$ cat config.mk
export PLATFORM = sky130hd
export DESIGN_NAME = part3_mux4x1_flat
export DESIGN_NICKNAME = d
export VERILOG_FILES = /design/src/rtl/part3_mux4x1_pkg.sv /design/src/rtl/part3_mux4x1_if.sv /design/src/rtl/part3_mux4x1_mux4x1_2b.sv /design/src/rtl/part3_mux4x1.sv /design/src/flat_wrapper.sv
export SDC_FILE = /design/constraint.sdc
export NUM_CORES = 1
export LEC_CHECK = 0
export ABC_CLOCK_PERIOD_IN_PS = 1600
export CORE_AREA = 2 2 39 41
export CTS_CLUSTER_SIZE = 28
export DETAILED_ROUTE_END_ITERATION = 6
export DIE_AREA = 0 0 41 43
export GPL_ROUTABILITY_DRIVEN = 0
export GPL_TIMING_DRIVEN = 0
export PLACE_DENSITY = 0.52
export REMOVE_ABC_BUFFERS = 1
export SYNTH_ARGS = -nofsm -noshare
export SYNTH_HDL_FRONTEND = slang
export SYNTH_SLANG_ARGS = --single-unit
$ cat constraint.sdc
create_clock -name clk -period 1.6 [get_ports clk]
set_clock_uncertainty 0.15 [all_clocks]
set_input_delay 0.16 -clock clk [delete_from_list [all_inputs] [get_ports clk]]
set_output_delay 0.16 -clock clk [all_outputs]
set_load 0.1 [all_outputs]
$ cat src/rtl/part3_mux4x1_pkg.sv
// Shared field positions and reset value for the switch-driven 4:1 mux lab block.
// SW packs the select and four 2-bit words; LED echoes the select and shows the picked word.
package part3_mux4x1_pkg;

   localparam int SW_W   = 10;
   localparam int LED_W  = 10;
   localparam int WORD_W = 2;

   localparam int SEL_HI = 9;
   localparam int SEL_LO = 8;
   localparam int U_LO   = 0;
   localparam int V_LO   = 2;
   localparam int W_LO   = 4;
   localparam int X_LO   = 6;

   localparam logic [LED_W-1:0] LED_RST = 10'b0;

   typedef logic [WORD_W-1:0] word_t;

   // Extracts one 2-bit word starting at bit position lo.
   function automatic word_t sw_word(input logic [SW_W-1:0] sw, input int lo);
      return word_t'(sw >> lo);
   endfunction

endpackage

$ cat src/rtl/part3_mux4x1_if.sv
// Board-pin bundle: switches into the block, LEDs out of it.
interface part3_mux4x1_if;
   import part3_mux4x1_pkg::*;

   logic [SW_W-1:0]  SW;
   logic [LED_W-1:0] LED;

   modport master (output SW, input LED);
   modport slave  (input SW, output LED);

endinterface

$ cat src/rtl/part3_mux4x1_mux4x1_2b.sv
// Purely combinational 2-bit 4:1 mux built from three 2:1 stages.
module mux4x1_2b
   import part3_mux4x1_pkg::*;
(
   input  word_t      u,
   input  word_t      v,
   input  word_t      w,
   input  word_t      x,
   input  logic [1:0] s,
   output word_t      m
);

   // An unknown select resolves to the low input, so the output never goes X from s.
   function automatic word_t mux2(input word_t a, input word_t b, input logic sel);
      if (sel == 1'b1) begin
         return b;
      end else begin
         return a;
      end
   endfunction

   word_t uv;
   word_t wx;

   always_comb begin
      uv = mux2(u, v, s[0]);
      wx = mux2(w, x, s[0]);
      m  = mux2(uv, wx, s[1]);
   end

endmodule

$ cat src/rtl/part3_mux4x1.sv
// Switch-driven 2-bit 4:1 mux with a registered LED output and synchronous reset.
module part3_mux4x1
   import part3_mux4x1_pkg::*;
(
   input  logic                 clk,
   input  logic                 reset,
   part3_mux4x1_if.slave        bus
);

   logic [1:0]       sel;
   word_t            u, v, w, x;
   word_t            m;
   logic [LED_W-1:0] led_d;
   logic [LED_W-1:0] led_q;

   always_comb begin
      sel = bus.SW[SEL_HI:SEL_LO];
      u   = sw_word(bus.SW, U_LO);
      v   = sw_word(bus.SW, V_LO);
      w   = sw_word(bus.SW, W_LO);
      x   = sw_word(bus.SW, X_LO);
   end

   mux4x1_2b u_mux (
      .u (u),
      .v (v),
      .w (w),
      .x (x),
      .s (sel),
      .m (m)
   );

   // Select echo and data word are captured on the same edge so LED is never a mix.
   always_comb begin
      led_d = {sel, 6'b0, m};
   end

   always_ff @(posedge clk) begin
      if (reset) begin
         led_q <= LED_RST;
      end else begin
         led_q <= led_d;
      end
   end

   assign bus.LED = led_q;

endmodule

$ cat src/flat_wrapper.sv
// flat-port wrapper written by rule: the top's interface ports become plain ports
module part3_mux4x1_flat import part3_mux4x1_pkg::*;
  (clk, reset, bus_SW, bus_LED);
  part3_mux4x1_if bus_i ();
  input  logic clk;
  input  logic reset;
  input wire logic [$bits(bus_i.SW)-1:0] bus_SW;
  output wire logic [$bits(bus_i.LED)-1:0] bus_LED;
  assign bus_i.SW = bus_SW;
  assign bus_LED = bus_i.LED;
  part3_mux4x1 u_core (.clk(clk), .reset(reset), .bus(bus_i));
endmodule
==> metrics.md, run 1 <==
| Metric | Value |
|---|---|
| Post-synth cell types | 6 |
| Clock Pin Slew Worst Setup and Hold Paths | 0.04 ns |
| Post-CTS Setup Bufs | 0 |
| Drt via density | roughly 3.3 |
| Max Freq | ~700 MHz |
| Routed len/inst | 9.08 µm |
| Die H | 43 µm |
| PortBufs | 15 |
| Top cells by count, synth | buf_4, dfxtp_1, mux4_2, nor2b_1, nor2b_4 |
| Initial core utilization | 0.155 |
| Setup TNS | 0 ns |
| Detailed-route wire length | approximately 450 µm |
| H-tree depth | 1 |
| Hold Path Class | in -> reg |
| Simple-Gate Fraction of Synth Area | 0.187 |
| Largest net degree at the start of global routing | 5 |
| Adder-cell share of the synthesized area | 0 |
| Layout cells sized above 1 | 0.324 |
| Gr usage total | 0.0744 |
| Minimum hold slack | ~0.44 ns |
| Most frequent cell after synthesis | buf_4 |
| Core ar. | between 1000 and 1500 µm² |
| DRC violations left | 0 |
| Synth async-reset ratio | 0 |
| Top cells by area, synth | dfxtp_1, buf_4, mux4_2 |
| Max-slew violation count | 0 |
| Sequential Area | between 80 and 90 µm² |
| RSZ-0062 raised after global routing | false |
| # IOs | 22 |
| CTS Hold Bufs | 0 |
| CP Capture Point | u_core.bus.LED[0]$_SDFF_PP0_ |
| First-pass DRT Iterations | 1 |
| Req. time, crit path | 1.57 ns |
| Leakage | 0.158 nW |
| Area grow syn2layout | 80.1% |
| Post-synthesis sequential area ratio | 0.374 |
| Synth Area in XOR/XNOR | 0 |
| Pre-CTS WS | -0.124 ns |
| Slew @ Worst Pin | 0.545 ns |
| Antenna Violating Nets Remaining | 0 |
| Worst-path maximum fanout | 3 |
| Diodes inserted | 0 |
| Final Setup Violations | 0 |
| Synth Register Bits | 4 |
| Rel. slew slack | 0.639 |
| Max VDD drop | 317 µV |
| First-pass GRT wire length | between 700 and 800 µm |
| CP endpoint kind | flip-flop |
| Worst Setup SP | bus_SW[8] |
| Hold Vio Cnt, Final | 0 |
| Main combinational cell family by area after synthesis | buffers and inverters |
| Critical path class | in -> reg |
| Startpoint Class | primary input |
| Die ar. | 1760 µm² |
| Cell area after synthesis | 214 µm² |
| Worst endpoint data arrival time | 1.36 ns |
| Routed vias | 165 |
| Synth Instances | 17 |
| Initial antenna violation count | 0 |
| Yosys top cell area share | 0.374 |
| Ys Warns | 0 |
| Post-Syn Area per Cell | 12.6 µm² |
| Core Rows | 14 |
| Final cell count without fillers | 50 |
| Post-route setup slack | between 0.2 and 0.25 ns |
| Largest area contributor in the netlist | dfxtp_1 |
| Post-DP Area | 358 µm² |
| Layout net count | 48 |
| CTS buffer count | 3 |
| Max-cap viol count | 0 |
| PD cells | 1040 nW/µm² |
| Dpl cells | 47 |
| Compound-gate portion of the synthesized area | 0 |
| Initial DRC count | 0 |
| Root Buffer | clkbuf_4 |
| Mux share of post-synthesis cell area | 0.211 |
| Main synth FF type | dfxtp_1 |
| Tcrit/Tclk final | 0.874 |
| Die W | 41 µm |
| Status | completed |
| Post-synth EDFFs | 0 |
| Congestion Overflow GR | 0 |
| CTS resizes | 12 |
| Fin area | 385 µm² |
| Fillers | 157 |
| Minimum clock period | 1.40 ns |
| CTS tree | done |
| Vias in the first global route | approximately 180 |
| Largest register FFs | 4 |
| CTS Sinks | 4 |
| CTS Buffer Depth | 2 |
| Area taken by multi-input logic gates | 108 µm² |
power breakdown:
group          switching (mW)  internal [mW]  total [mW]
registers             0.00140          0.107       0.108
logic                   0.123         0.0474       0.170
clock network          0.0378         0.0837       0.121
total                   0.162          0.238       0.400
critical path: stages:
cell             delay, ns
clkdlybuf4s50_1       0.54
mux4_2                0.53
nor2b_4               0.14
worst min-delay path by stage:
stage | start | to | slack (ns) | depth (start not counted)
global placement | bus_SW[9] | u_core.bus.LED[9]$_SDFF_PP0_ | 0.68 | 2
detailed placement | bus_SW[9] | u_core.bus.LED[9]$_SDFF_PP0_ | 0.68 | 2
global route | bus_SW[9] | u_core.bus.LED[9]$_SDFF_PP0_ | 0.46 | 2
finish | bus_SW[9] | u_core.bus.LED[9]$_SDFF_PP0_ | 0.44 | 2
CTS | bus_SW[9] | u_core.bus.LED[9]$_SDFF_PP0_ | 0.43 | 2
floorplan | reset | u_core.bus.LED[0]$_SDFF_PP0_ | 0.07 | 1
cell usage in the layout, fill, tap and decap left out, drive strengths merged:
cell type	Yosys	final
clkdlybuf4s50	0	11
conb	1	6
clkdlybuf4s15	0	4
dfxtp	4	4
nor2b	4	4
clkbuf	0	3
mux4	2	2
metal layers:
metal | share of wire | vias to the layer above | GRT usage
met5 | 0 | - | 0
met4 | 0 | 0 | 0.0800
met3 | 0.23 | 0 | 0.0524
met2 | 0.33 | 21 | 0.0719
met1 | 0.44 | 66 | 0.0939
li1 | - | 78 | -
per-stage QoR:
stage / total power, mW / utilization
floorplan: 0.238 / -
global placement: 0.283 / 0.259
detailed placement: 0.283 / 0.259
CTS: 0.409 / 0.278
global route: 0.420 / 0.278
finish: 0.400 / 0.278
cells by family after synthesis:
| logic type | after synthesis |
|---|---|
| buffers and inverters | 6 |
| multiplexers | 2 |
| flip-flops | 4 |
| AND/OR/NAND/NOR | 4 |
| other | 1 |
cell type report:
type                            count  share of cell area
Timing Repair Buffer               15               0.403
Multi-Input combinational cell     12               0.279
Clock buffer                        3              0.0584
Sequential cell                     4               0.208
Tap cell                           16              0.0519
No activity file was read; power rests on OpenSTA's default activity.
==> run 2, diff against run 1 <==
- CAP_MARGIN: unset -> 20
==> results of run 2 <==
No change in the layout: final DEF, timing and power equal those of run 1.
==> run 3, diff against run 2 <==
- SLEW_MARGIN: unset -> 5
==> results of run 3 <==
No change in the layout: final DEF, timing and power equal those of run 1.
